==> config.mk <==
export PLATFORM = sky130hd
export DESIGN_NAME = fetch_chk_128_flat
export DESIGN_NICKNAME = d
export VERILOG_FILES = /design/src/rtl/fetch_chk_128_if.sv /design/src/rtl/fetch_chk_128.sv /design/src/flat_wrapper.sv
export SDC_FILE = /design/constraint.sdc
export NUM_CORES = 1
export LEC_CHECK = 0
export CAP_MARGIN = 20
export CORE_ASPECT_RATIO = 1.2
export CORE_MARGIN = 8
export CORE_UTILIZATION = 29
export CTS_BUF_LIST = sky130_fd_sc_hd__clkbuf_8
export DETAILED_ROUTE_END_ITERATION = 16
export GPL_ROUTABILITY_DRIVEN = 0
export PLACE_DENSITY = 0.56
export SYNTH_ARGS = -nofsm -noshare
export SYNTH_HDL_FRONTEND = slang
export SYNTH_SLANG_ARGS = --single-unit
==> constraint.sdc <==
create_clock -name clk -period 9.69 [get_ports clk]
set_input_delay 1.938 -clock clk [delete_from_list [all_inputs] [get_ports clk]]
set_output_delay 1.938 -clock clk [all_outputs]
set_load 0.02 [all_outputs]
==> src/rtl/fetch_chk_128_if.sv <==
// Observed fetch bus between traffic generator and cache.
// The master modport drives the bus; the checker only ever listens through the slave modport.
interface fetch_chk_128_if #(
  parameter int FETCH_ADDR_WIDTH = 32,
  parameter int FETCH_DATA_WIDTH = 128
);
  logic                        fetch_req_i;
  logic [FETCH_ADDR_WIDTH-1:0] fetch_addr_i;
  logic                        fetch_gnt_i;
  logic                        fetch_rvalid_i;
  logic [FETCH_DATA_WIDTH-1:0] fetch_rdata_i;

  modport master (
    output fetch_req_i, fetch_addr_i, fetch_gnt_i, fetch_rvalid_i, fetch_rdata_i
  );
  modport slave (
    input  fetch_req_i, fetch_addr_i, fetch_gnt_i, fetch_rvalid_i, fetch_rdata_i
  );
endinterface

==> src/rtl/fetch_chk_128.sv <==
// Passive fetch-bus protocol/data checker: one outstanding request, data words must
// equal the line-aligned request address plus 4*word index.
module fetch_chk_128_word #(
  parameter int K = 0
) (
  input  logic [31:0] base,
  input  logic [31:0] word,
  output logic        mis
);
  assign mis = (word != base + 32'(4 * K));
endmodule

module fetch_chk_128 #(
  parameter int FETCH_ADDR_WIDTH = 32,
  parameter int FETCH_DATA_WIDTH = 128,
  parameter int N_TRANS          = 1000,
  parameter int TIMEOUT          = 1024
) (
  input  logic                 clk,
  input  logic                 rst,
  input  logic                 chk_enable_i,
  fetch_chk_128_if.slave       bus,
  output logic [31:0]          trans_cnt_o,
  output logic [15:0]          err_cnt_o,
  output logic                 err_o,
  output logic [2:0]           first_err_o,
  output logic                 done_o
);
  localparam int NUM_LANES = FETCH_DATA_WIDTH / 32;

  typedef enum logic [1:0] {IDLE, WAIT_RVALID, DONE} state_t;

  state_t                      state, nxt_state;
  logic [FETCH_ADDR_WIDTH-1:0] exp_addr;
  logic [FETCH_ADDR_WIDTH-1:0] pend_addr;
  logic                        req_pend;
  logic [31:0]                 tmo_cnt;
  logic [31:0]                 base;
  logic [NUM_LANES-1:0]        lane_mis;
  logic                        hs, rv, retire;
  logic [6:1]                  ev;
  logic [2:0]                  first_code;
  logic [16:0]                 err_sum;
  logic [32:0]                 trans_nxt;

  assign hs   = bus.fetch_req_i & bus.fetch_gnt_i;
  assign rv   = bus.fetch_rvalid_i;
  assign base = 32'(exp_addr) & 32'hFFFF_FFF0;
  assign trans_nxt = {1'b0, trans_cnt_o} + 33'd1;

  for (genvar g = 0; g < NUM_LANES; g++) begin : g_lane
    fetch_chk_128_word #(.K(g)) u_word (
      .base (base),
      .word (bus.fetch_rdata_i[32*g +: 32]),
      .mis  (lane_mis[g])
    );
  end

  // Error events for this cycle; several may fire together.
  always_comb begin
    ev        = '0;
    nxt_state = state;
    retire    = 1'b0;
    if (chk_enable_i) begin
      case (state)
        IDLE: begin
          ev[2] = rv;
          if (hs) nxt_state = WAIT_RVALID;
        end
        WAIT_RVALID: begin
          if (rv) begin
            retire = 1'b1;
            ev[1]  = |lane_mis;
            if (!hs) nxt_state = (trans_nxt >= 33'(N_TRANS)) ? DONE : IDLE;
          end else if (hs) begin
            ev[3] = 1'b1;
          end else if (tmo_cnt + 32'd1 == 32'(TIMEOUT)) begin
            ev[4]     = 1'b1;
            nxt_state = IDLE;
          end
        end
        DONE: begin
          ev[2] = rv;
          ev[3] = hs;
        end
        default: nxt_state = IDLE;
      endcase
      ev[5] = hs & (|bus.fetch_addr_i[3:0]);
      ev[6] = req_pend & (~bus.fetch_req_i | (bus.fetch_addr_i != pend_addr));
    end
  end

  always_comb begin
    first_code = 3'd0;
    for (int i = 6; i >= 1; i--)
      if (ev[i]) first_code = 3'(i);
  end

  assign err_sum = {1'b0, err_cnt_o} + 17'($countones(ev));

  always_ff @(posedge clk) begin
    if (rst) begin
      state       <= IDLE;
      exp_addr    <= '0;
      pend_addr   <= '0;
      req_pend    <= 1'b0;
      tmo_cnt     <= '0;
      trans_cnt_o <= '0;
      err_cnt_o   <= '0;
      err_o       <= 1'b0;
      first_err_o <= 3'd0;
      done_o      <= 1'b0;
    end else if (chk_enable_i) begin
      state <= nxt_state;
      if (hs) begin
        exp_addr <= bus.fetch_addr_i;
        tmo_cnt  <= '0;
      end else if (state == WAIT_RVALID) begin
        tmo_cnt <= tmo_cnt + 32'd1;
      end
      if (retire) trans_cnt_o <= trans_cnt_o + 32'd1;
      err_cnt_o <= err_sum[16] ? 16'hFFFF : err_sum[15:0];
      if (|ev) err_o <= 1'b1;
      if (first_err_o == 3'd0) first_err_o <= first_code;
      if (nxt_state == DONE) done_o <= 1'b1;
      // An ungranted request must be held with a stable address next cycle.
      req_pend  <= bus.fetch_req_i & ~bus.fetch_gnt_i;
      pend_addr <= bus.fetch_addr_i;
    end
  end
endmodule
==> src/flat_wrapper.sv <==
// flat-port wrapper written by rule: the top's interface ports become plain ports
module fetch_chk_128_flat 
#(
  parameter int FETCH_ADDR_WIDTH = 32,
  parameter int FETCH_DATA_WIDTH = 128,
  parameter int N_TRANS          = 1000,
  parameter int TIMEOUT          = 1024
)
  (clk, rst, chk_enable_i, trans_cnt_o, err_cnt_o, err_o, first_err_o, done_o, bus_fetch_req_i, bus_fetch_addr_i, bus_fetch_gnt_i, bus_fetch_rvalid_i, bus_fetch_rdata_i);
  fetch_chk_128_if #(.FETCH_ADDR_WIDTH(FETCH_ADDR_WIDTH), .FETCH_DATA_WIDTH(FETCH_DATA_WIDTH)) bus_i ();
  input  logic clk;
  input  logic rst;
  input  logic chk_enable_i;
  output logic [31:0] trans_cnt_o;
  output logic [15:0] err_cnt_o;
  output logic err_o;
  output logic [2:0] first_err_o;
  output logic done_o;
  input wire logic [$bits(bus_i.fetch_req_i)-1:0] bus_fetch_req_i;
  input wire logic [$bits(bus_i.fetch_addr_i)-1:0] bus_fetch_addr_i;
  input wire logic [$bits(bus_i.fetch_gnt_i)-1:0] bus_fetch_gnt_i;
  input wire logic [$bits(bus_i.fetch_rvalid_i)-1:0] bus_fetch_rvalid_i;
  input wire logic [$bits(bus_i.fetch_rdata_i)-1:0] bus_fetch_rdata_i;
  assign bus_i.fetch_req_i = bus_fetch_req_i;
  assign bus_i.fetch_addr_i = bus_fetch_addr_i;
  assign bus_i.fetch_gnt_i = bus_fetch_gnt_i;
  assign bus_i.fetch_rvalid_i = bus_fetch_rvalid_i;
  assign bus_i.fetch_rdata_i = bus_fetch_rdata_i;
  fetch_chk_128 #(.FETCH_ADDR_WIDTH(FETCH_ADDR_WIDTH), .FETCH_DATA_WIDTH(FETCH_DATA_WIDTH), .N_TRANS(N_TRANS), .TIMEOUT(TIMEOUT)) u_core (.clk(clk), .rst(rst), .chk_enable_i(chk_enable_i), .bus(bus_i), .trans_cnt_o(trans_cnt_o), .err_cnt_o(err_cnt_o), .err_o(err_o), .first_err_o(first_err_o), .done_o(done_o));
endmodule
==> key figures, run 1 <==
Timing
  – Clock period minus worst slack: 7.00 ns
  – PnR worst setup slack: 2.69 ns
  – Least-Margin Pin Slew: 1.09 ns
  – Hold_ws: 0.452 ns
  – RSZ-0062 raised after global routing: no
  – Final period util: 0.723
  – TNS Setup: 0 ns
  – Final Hold Viols: 0
  – Final-report setup violation count: 0
  – Fin Clk Skew: 0.0106 ns
  – Max-slew headroom: 0.270
  – Fin. max-slew vios: 0
  – FMAX: 0.143 GHz

Route
  – Vias/cell: 5.21
  – 1st-pass router iterations: 5
  – Vias: 9209
  – Antenna Nets Post-Route: 0
  – Per-cell routed wire length: 18.0 um
  – Total wire length: 31.7 mm
  – # DRC: 0
  – DR iter-0 viols: 479

Layout
  – Most common cell after layout, fill and taps aside: clkdlybuf4s50_1
  – ANT cells: 0
  – Fin area: 12000 um^2
  – Nets: 1542
  – P&R area growth vs syn: 31.6%
  – Most frequent cells in the layout: 216 x clkdlybuf4s50_1, 148 x dfxtp_1, 135 x nor2_1
  – Share of cells above drive strength 1: 0.0396

Placement
  – Placed inst area: 11600 um^2
  – Worst slack, placed: 2.14 ns
  – Port buffer count: 218
  – Detailed Place HPWL: 24.0 mm

Status
  – Status: finished clean

Power and ir drop
  – Flop pwr share: 0.475
  – VDD IR max: 0.0730 mV
  – Clock power frac: 0.383
  – Switch share: 0.260
  – P_int: 994 uW
  – Leakage: 0.00442 uW
  – P_sw: 350 uW
  – Comb power frac: 0.142
  – Pwr/cell area: 112 nW/um^2

CTS
  – Clk Latency, worst-skew pair: 0.46 ns
  – Clock root cell: clkbuf_8
  – CTS tree: yes
  – # Post-CTS Setup Buffers: 0
  – Inserted Clock Buffers: 17
  – Clock Sink Count: 148
  – CTS H-tree lvls: 4
  – CTS hold repair buffers: 0
  – Clock buffer depth: 2
  – # resized after CTS: 0
  – Clock-pin slew on the worst setup and hold paths: 0.08 ns

Setup path
  – R2r endpoint: u_core.err_cnt_o[12]
  – Worst Reg-to-Reg Cells: 20
  – Setup crit end: u_core.err_cnt_o[12]
  – WS Path Type: in -> reg
  – CP startpoint kind: input pin
  – CP required: 10.02 ns
  – Worst Setup SP: bus_fetch_rdata_i[82]
  – Register-to-register setup slack: 4.05 ns
  – Reg-to-reg critical path startpoint: u_core.tmo_cnt[0]
  – Worst Path Arrival: 7.33 ns
  – Crit Path Max Fanout: 7
  – CP Capture Type: flop

Min path
  – Hold Crit Class: reg -> reg

Synth
  – Library cells used by synthesis: 63
  – Top_reg_cell synth: dfxtp_1
  – Syn Nets: 1367
  – Post-Syn Area: 9130 um^2
  – Synthesized flop and latch total: 148
  – Syn avg cell area: 7.75 um^2
  – Post-Syn Instances: 1178
  – Post-synth EDFFs: 0
  – Seq/Total Area, Yosys: 0.325
  – FFs w/ async S/R, synth: 0
  – Syn. warnings: 0

Floorplanning
  – Full die area: 37400 um^2
  – Core area: 31200 um^2
  – Initial Util: 0.293
  – # IOs: 219
  – Die Span Y: 210 um
  – Die X: 178 um
  – Num rows: 71

GRT
  – Total grt overflow: 0
  – Largest net degree at the start of global routing: 103
  – GRT Util Overall: 0.163
  – First-pass GRT wire length: 49.0 mm
  – Vias in the first global route: 8867
  – Antenna violations before repair: 0

Run
  – Max-cap violation count: 0
==> registers in the layout (all words and copies together) (netlist names) <==
| signal | cells |
|---|---|
| u_core.err_cnt_o | 16 |
| u_core.state | 2 |
| u_core.first_err_o | 3 |
| u_core.tmo_cnt | 32 |
| u_core.trans_cnt_o | 32 |
| u_core.pend_addr | 32 |
| u_core.exp_addr | 28 |
| u_core.req_pend | 1 |
| u_core.done_o | 1 |
| u_core.err_o | 1 |
==> logic make-up (layout without fill, tap and decap cells) <==
group / after synthesis / in the layout / share of synthesized area
and+or+nand+nor: 556 / 556 / 0.306
AOI/OAI and AO/OA: 202 / 202 / 0.135
DFF: 148 / 148 / 0.325
xor gates and xnor gates: 123 / 123 / 0.119
buffers and inverters: 90 / 277 / 0.0414
muxes: 36 / 36 / 0.0395
adders and majority gates: 23 / 23 / 0.0348
==> power groups by stage <==
stage                     sequential [uW]  combinational (uW)  clock [uW]
after floorplan                       650                79.3           0
after global placement                652                 189           0
after detailed placement              652                 190           0
after CTS                             638                 192         536
after global routing                  640                 209         564
final                                 638                 191         515
==> critical path: stages <==
cell and delay [ns]:
clkdlybuf4s50_1 0.42, xnor2_1 0.26, nand4_1 0.22, a2111oi_0 0.51, nand4_1 0.14, nor4_1 0.79, nor2_1 0.23, ha_1 0.29
fa_1 0.51, fa_1 0.45, ha_1 0.29, a21o_1 0.11, a21oi_1 0.08, nor2_1 0.34, and2_0 0.34, and3_1 0.22
nand3_1 0.07, o21ai_0 0.08, nor2_1 0.05
==> cells in the mapped netlist (5+ instances only) <==
master,count,area [um^2]
o22ai_1,15,93.8
nor3_1,56,280
or3_1,23,144
a211oi_1,9,67.6
buf_2,14,70.1
a22oi_1,6,45.0
o21ai_0,35,175
ha_1,19,238
nor2_1,138,518
nand2_1,114,428
dfxtp_1,148,2960
mux2i_1,36,360
or4_1,5,37.5
a311oi_1,13,114
or2_2,6,37.5
inv_1,19,71.3
and3_1,48,300
xnor2_1,41,359
nor4_1,31,194
and4_1,16,140
nand4_1,32,200
xor2_1,81,709
clkbuf_1,47,176
a31oi_1,11,68.8
a21oi_1,82,410
nand3_1,62,310
==> worst min path at each step <==
| stage | from | end | slack (ns) | depth (start not counted) |
|---|---|---|---|---|
| 2_1_floorplan | u_core.exp_addr[19] | u_core.exp_addr[19] | 0.44 | 2 |
| 3_3_place_gp | u_core.done_o | u_core.done_o | 0.44 | 2 |
| 3_5_place_dp | u_core.done_o | u_core.done_o | 0.44 | 2 |
| 4_1_cts | u_core.done_o | u_core.done_o | 0.46 | 2 |
| 5_1_grt | u_core.done_o | u_core.done_o | 0.48 | 2 |
| 6_report | u_core.done_o | u_core.done_o | 0.45 | 2 |
==> per-stage QoR <==
stage	std cells	total power (uW)	utilization
CTS	1764	1370	0.384
floorplan	1178	730	-
global placement	1733	841	0.371
finish	1766	1340	0.385
global route	1766	1410	0.385
detailed placement	1733	843	0.371
==> metal layers <==
layer / part of all wire / track usage
met4: 0.027 / 0.0579
met5: 0 / 0
met3: 0.080 / 0.0379
met2: 0.49 / 0.290
met1: 0.41 / 0.187
==> area by class of cell <==
| type | instances | area, um^2 |
|---|---|---|
| tap | 401 | 502 |
| multi-input combinational | 940 | 5800 |
| inverter | 20 | 75.1 |
| fill | 3202 | 19200 |
| sequential | 148 | 2960 |
| clock inverter | 12 | 155 |
| clock buffer | 19 | 262 |
| timing repair buffer | 226 | 2260 |
No activity file was read; power rests on OpenSTA's default activity.
==> inputs of run 2 (changes only) <==
Clock period 9.69 ns to 6.5 ns, I/O delays scaled along.
==> run 2 against run 1 <==
  * Hold slack got worse by 0.0021 ns
  * Wire length up 0.97%
  * Via count is essentially flat
  * Sequential share of layout area is essentially flat
  * Largest cell class unchanged
  * Critical path depth shrank 2
  * Highest routed layer is now met5
  * Count of clock-buffer cells in the layout did not move
  * Register-to-register slack got worse by 3.2 ns
  * Cell area hardly changed
  * Clock power up 50%
  * Largest power group unchanged
  * Clock skew grew 0.00096 ns
==> key figures, run 2 (same netlist as run 1, synthesis figures left out) <==
Timing
  – Least-Margin Pin Slew: 1.06 ns (was 1.09 ns)
  – Max-slew headroom: 0.294 (was 0.270)
  – Fin. max-slew vios: 0 (unchanged)
  – RSZ-0062 raised after global routing: no (unchanged)
  – Final Hold Viols: 0 (unchanged)
  – Final-report setup violation count: 0 (unchanged)
  – FMAX: 0.166 GHz
  – Final period util: 0.925
  – Clock period minus worst slack: 6.01 ns
  – Fin Clk Skew: 0.0116 ns (was 0.0106 ns)
  – Hold_ws: 0.450 ns (was 0.452 ns)

CTS
  – # resized after CTS: 0 (unchanged)
  – Clk Latency, worst-skew pair: 0.46 ns (about the same)
  – Clock-pin slew on the worst setup and hold paths: 0.09 ns (was 0.08 ns)
  – # Post-CTS Setup Buffers: 0 (unchanged)
  – CTS tree: yes (unchanged)
  – Clock root cell: clkbuf_8 (unchanged)
  – Clock Sink Count: 148 (unchanged)
  – Inserted Clock Buffers: 17 (unchanged)
  – CTS hold repair buffers: 0 (unchanged)
  – Clock buffer depth: 2 (unchanged)
  – CTS H-tree lvls: 4 (unchanged)

Route
  – 1st-pass router iterations: 7 (was 5)
  – # DRC: 0 (unchanged)
  – Total wire length: 32.0 mm (was 31.7 mm)
  – Per-cell routed wire length: 18.1 um (was 18.0 um)
  – Vias/cell: 5.21 (about the same)
  – Vias: 9218 (was 9209)
  – DR iter-0 viols: 427 (was 479)
  – Antenna Nets Post-Route: 0 (unchanged)

Setup path
  – WS Path Type: in -> reg (unchanged)
  – Buf/Inv on CP: 1 (unchanged)
  – Reg-to-reg critical path startpoint: u_core.tmo_cnt[0] (unchanged)
  – CP required: 6.80 ns (was 10.02 ns)
  – Critical-path cell list: clkdlybuf4s50_1 -> or3_1 -> a2111oi_0 -> nand4_1 -> nor4_1 -> nor2_1 -> ha_1 -> fa_1 -> fa_1 -> ha_1 -> a21o_1 -> a21oi_1 -> nor2_1 -> and2_0 -> and3_1 -> o21ai_0 -> nor2_1 (was clkdlybuf4s50_1 -> xnor2_1 -> nand4_1 -> a2111oi_0 -> nand4_1 -> nor4_1 -> nor2_1 -> ha_1 -> fa_1 -> fa_1 -> ha_1 -> a21o_1 -> a21oi_1 -> nor2_1 -> and2_0 -> and3_1 -> nand3_1 -> o21ai_0 -> nor2_1)
  – Worst stage delay on the critical path: 0.71 ns (was 0.79 ns)
  – Slowest CP cell: nor4_1 (unchanged)
  – Cell mode on critical path: nor2_1 (unchanged)
  – Worst Setup SP: bus_fetch_rdata_i[74] (was bus_fetch_rdata_i[82])
  – R2r endpoint: u_core.err_cnt_o[12] (unchanged)
  – Worst Reg-to-Reg Cells: 20 (unchanged)
  – Worst Path Arrival: 6.31 ns (was 7.33 ns)
  – Crit Path Max Fanout: 6 (was 7)
  – CP Capture Type: flop (unchanged)
  – Register-to-register setup slack: 0.88 ns (was 4.05 ns)
  – CP startpoint kind: input pin (unchanged)
  – Delay-heaviest family, CP: simple AND/OR/NAND/NOR gates (unchanged)

Floorplanning
  – Core area: 31200 um^2 (unchanged)
  – # IOs: 219 (unchanged)
  – Die Span Y: 210 um (unchanged)
  – Num rows: 71 (unchanged)
  – Die X: 178 um (unchanged)
  – Initial Util: 0.293 (unchanged)
  – Full die area: 37400 um^2 (unchanged)

Min path
  – Hold endpoint: u_core.done_o (unchanged)
  – Hold depth: 2 (unchanged)
  – Hold Crit Class: reg -> reg (unchanged)
  – Min-delay src: u_core.done_o (unchanged)

GRT
  – GRT Util Overall: 0.165 (was 0.163)
  – Largest net degree at the start of global routing: 98 (was 103)
  – First-pass GRT wire length: 49.0 mm (about the same)
  – Vias in the first global route: 8785 (was 8867)
  – Antenna violations before repair: 3 (was 0)
  – Total grt overflow: 0 (unchanged)

Layout
  – Biggest regs: u_core.pend_addr: 32 flops, u_core.tmo_cnt: 32 flops, u_core.trans_cnt_o: 32 flops (unchanged)
  – Nets: 1544 (was 1542)
  – Util after Layout: 0.385 (about the same)
  – Most frequent cells in the layout: 216 x clkdlybuf4s50_1, 148 x dfxtp_1, 135 x nor2_1 (unchanged)
  – Most common cell after layout, fill and taps aside: clkdlybuf4s50_1 (unchanged)
  – P&R area growth vs syn: 31.6% (about the same)
  – Share of cells above drive strength 1: 0.0417 (was 0.0396)
  – Fin area: 12000 um^2 (about the same)
  – Post-route insts no fill: 1770 (was 1766)

Power and ir drop
  – VDD IR max: 0.122 mV (was 0.0730 mV)
  – P_int: 1480 uW (was 994 uW)
  – Clock power frac: 0.385 (was 0.383)
  – Pwr/cell area: 167 nW/um^2 (was 112 nW/um^2)
  – Comb power frac: 0.141 (was 0.142)
  – Leakage: 0.00442 uW (about the same)
  – Switch share: 0.262 (was 0.260)
  – Total power: 2010 uW (was 1340 uW)
  – P_sw: 525 uW (was 350 uW)
  – Flop pwr share: 0.474 (was 0.475)

Placement
  – Post-Place Cells: 1736 (was 1733)
  – Detailed Place HPWL: 24.4 mm (was 24.0 mm)
  – Port buffer count: 218 (unchanged)
  – Placed inst area: 11600 um^2 (about the same)

Status
  – Status: finished clean (unchanged)

Run
  – Max-cap violation count: 0 (unchanged)
==> run 2: changes by cell type in the layout (fill, tap and decap cells not counted) <==
| cell | delta |
|---|---|
| buf_4 | +3 |
| clkinv_2 | +2 |
| buf_16 | -1 |
| buf_6 | +1 |
| buf_8 | -1 |
| clkinv_4 | -1 |
| diode_2 | +1 |
==> run 2: tightest hold or removal path, stage by stage (launching register included) <==
cell and delay, ns:
dfxtp_1 0.32, inv_1 0.05, a21oi_1 0.04
==> run 2: cell type report <==
cell class	count	area, um^2
antenna	1	2.50
clock buffer	19	262
clock inverter	13	156
fill	3242	19200
inverter	20	75.1
multi-input combinational	940	5800
sequential	148	2960
tap	401	502
timing repair buffer	228	2250
==> run 2: routing by layer <==
| layer | wire length, um | part of all wire | track usage |
|---|---|---|---|
| met1 | 13000 | 0.41 | 0.186 |
| met5 | 10 | 0.00031 | 0 |
| met4 | 898 | 0.028 | 0.0659 |
| met3 | 2560 | 0.080 | 0.0430 |
| met2 | 15600 | 0.49 | 0.289 |
==> run 2: worst max path at each step <==
stage | cells past startpoint | end
2_1_floorplan | 19 | u_core.err_cnt_o[12]
3_3_place_gp | 18 | u_core.err_cnt_o[12]
3_5_place_dp | 18 | u_core.err_cnt_o[12]
4_1_cts | 18 | u_core.err_cnt_o[12]
5_1_grt | 20 | u_core.err_cnt_o[12]
6_report | 17 | u_core.err_cnt_o[12]
==> run 2: power by group through the flow <==
| stage | Combinational (uW) | Clock (uW) | Sequential [uW] |
|---|---|---|---|
| 2_1_floorplan | 118 | 0 | 969 |
| 3_3_place_gp | 282 | 0 | 972 |
| 3_5_place_dp | 285 | 0 | 973 |
| 4_1_cts | 287 | 806 | 951 |
| 5_1_grt | 308 | 843 | 955 |
| 6_report | 283 | 772 | 951 |
==> run 2: through the flow <==
step	setup TNS [ns]	setup slack, ns
CTS	0	0.481
global route	0	0.0661
detailed placement	-0.0147	-0.0147
floorplan	0	1.15
global placement	0	0.0450
finish	0	0.488
==> inputs of run 3 (changes only) <==
Settings changed: PLACE_DENSITY 0.56 to not set, PLACE_DENSITY_LB_ADDON set to 0.05, SKIP_LAST_GASP set to 1.
==> run 3 against run 2 <==
  * Count of clock-buffer cells in the layout unchanged
  * Hold slack improved by 0.022 ns
  * Utilization is 0.28 points lower
  * Power fell by 6.0%
  * Non-clock buffer count increased by 1
  * Register-to-register slack improved by 0.07 ns
  * Global-route usage up 0.37 points
  * Largest power group unchanged
==> key figures, run 3 (same netlist as run 1, synthesis figures left out) <==
GRT
  – Total grt overflow: 0 (unchanged)
  – Vias in the first global route: 8807 (was 8785)
  – GRT Util Overall: 0.169 (was 0.165)
  – Largest net degree at the start of global routing: 87 (was 98)
  – First-pass GRT wire length: 50.2 mm (was 49.0 mm)
  – Antenna violations before repair: 2 (was 3)

CTS
  – CTS tree: yes (unchanged)
  – Clock buffer depth: 2 (unchanged)
  – CTS H-tree lvls: 4 (unchanged)
  – Clock Sink Count: 148 (unchanged)
  – Clock-pin slew on the worst setup and hold paths: 0.08 ns (was 0.09 ns)
  – # resized after CTS: 0 (unchanged)
  – # Post-CTS Setup Buffers: 0 (unchanged)
  – Inserted Clock Buffers: 17 (unchanged)
  – Clk Latency, worst-skew pair: 0.46 ns (about the same)
  – CTS hold repair buffers: 0 (unchanged)
  – Clock root cell: clkbuf_8 (unchanged)

Setup path
  – WS Path Type: in -> reg (unchanged)
  – CP startpoint kind: input pin (unchanged)
  – Worst Path Arrival: 5.97 ns (was 6.31 ns)
  – CP Capture Type: flop (unchanged)
  – Crit Path Max Fanout: 6 (unchanged)
  – CP required: 6.81 ns (was 6.80 ns)

Floorplanning
  – Initial Util: 0.293 (unchanged)
  – Core area: 31200 um^2 (unchanged)
  – Die X: 178 um (unchanged)
  – # IOs: 219 (unchanged)
  – Num rows: 71 (unchanged)
  – Die Span Y: 210 um (unchanged)
  – Full die area: 37400 um^2 (unchanged)

Layout
  – Layout fillers: 3327 (was 3242)
  – Fin area: 11900 um^2 (was 12000 um^2)
  – Most frequent cells in the layout: 216 x clkdlybuf4s50_1, 148 x dfxtp_1, 136 x nor2_1 (was 216 x clkdlybuf4s50_1, 148 x dfxtp_1, 135 x nor2_1)
  – Post-route insts no fill: 1766 (was 1770)
  – ANT cells: 0 (was 1)
  – Share of cells above drive strength 1: 0.0374 (was 0.0417)
  – Biggest regs: u_core.pend_addr: 32 flops, u_core.tmo_cnt: 32 flops, u_core.trans_cnt_o: 32 flops (unchanged)
  – P&R area growth vs syn: 30.6% (was 31.6%)
  – Nets: 1545 (was 1544)
  – Most common cell after layout, fill and taps aside: clkdlybuf4s50_1 (unchanged)

Route
  – Antenna Nets Post-Route: 0 (unchanged)
  – Per-cell routed wire length: 18.3 um (was 18.1 um)
  – Vias/cell: 5.13 (was 5.21)
  – DR iter-0 viols: 414 (was 427)
  – 1st-pass router iterations: 7 (unchanged)
  – Vias: 9060 (was 9218)
  – # DRC: 0 (unchanged)
  – Total wire length: 32.3 mm (was 32.0 mm)

Run
  – Max-cap violation count: 0 (unchanged)

Timing
  – FMAX: 0.177 GHz (was 0.166 GHz)
  – RSZ-0062 raised after global routing: no (unchanged)
  – Least-Margin Pin Slew: 1.06 ns (about the same)
  – Final-report setup violation count: 0 (unchanged)
  – Fin. max-slew vios: 0 (unchanged)
  – Clock period minus worst slack: 5.66 ns (was 6.01 ns)
  – PnR worst setup slack: 0.843 ns (was 0.488 ns)
  – Final period util: 0.870 (was 0.925)
  – Max-slew headroom: 0.287 (was 0.294)
  – TNS Setup: 0 ns (unchanged)
  – Final Hold Viols: 0 (unchanged)
  – Fin Clk Skew: 0.00928 ns (was 0.0116 ns)

Status
  – Status: finished clean (unchanged)

Placement
  – Placed inst area: 11600 um^2 (about the same)
  – Worst slack, placed: 0.374 ns (was -0.0147 ns)
  – Port buffer count: 218 (unchanged)
  – Detailed Place HPWL: 24.4 mm (about the same)
  – Post-Place Cells: 1738 (was 1736)

Power and ir drop
  – Leakage: 0.00439 uW (was 0.00442 uW)
  – VDD IR max: 0.123 mV (was 0.122 mV)
  – Pwr/cell area: 158 nW/um^2 (was 167 nW/um^2)

Min path
  – Hold Crit Class: reg -> reg (unchanged)
run 3: cell count changes in the layout (fill, tap and decap cells not counted), sizes merged:
cell,change
buf,+1
bufinv,-2
diode,-1
clkinv,-2
run 3: per-layer routing:
metal  global-route usage  part of all wire
met1                0.204              0.43
met2                0.287              0.47
met3               0.0460             0.078
met4               0.0495             0.018
met5                    0           0.00068
run 3: through the flow:
step | power (uW) | hold WS [ns] | utilization
4_1_cts | 1920 | 0.475 | 0.382
5_1_grt | 1980 | 0.509 | 0.382
3_5_place_dp | 1250 | 0.462 | 0.372
2_1_floorplan | 1090 | 0.440 | -
3_3_place_gp | 1250 | 0.454 | 0.372
6_report | 1890 | 0.471 | 0.382
run 3: final cells by class:
class,instances,area (um^2),area share
Tap cell,401,502,0.0421
Timing Repair Buffer,229,2260,0.189
Multi-Input combinational cell,940,5790,0.486
Sequential cell,148,2960,0.249
Clock buffer,19,262,0.0219
Inverter,20,75.1,0.00630
Clock inverter,9,68.8,0.00577
run 3: worst max-delay path, stage by stage:
cell and delay, ns:
clkdlybuf4s50_1 0.45, nand2_1 0.16, nand3_1 0.09, nor2_1 0.15, nand4_1 0.10, or4b_1 0.53
or4b_4 0.59, ha_1 0.30, inv_1 0.05, fa_1 0.38, inv_1 0.07, fa_1 0.41
ha_1 0.24, a21o_1 0.16, a21oi_1 0.20, nor2_1 0.09, and2_0 0.25, and3_1 0.23
o21ai_0 0.14, nor2_1 0.06
run 3: worst paths after layout:
| path | startpoint | endpoint | slack [ns] | cells past startpoint |
|---|---|---|---|---|
| worst min-delay path | u_core.req_pend | u_core.req_pend | 0.47 | 2 |
| worst max-delay path | bus_fetch_req_i | u_core.err_cnt_o[12] | 0.84 | 20 |
| worst min register to register | u_core.req_pend | u_core.req_pend | 0.47 | 2 |
| worst max register to register | u_core.tmo_cnt[0] | u_core.err_cnt_o[12] | 0.95 | 20 |
run 3: power by group:
part	internal (uW)	leakage (uW)	switching, uW
sequential	928	0.00120	23.0
clock	307	0.000183	349
combinational	153	0.00300	126
total	1390	0.00439	498
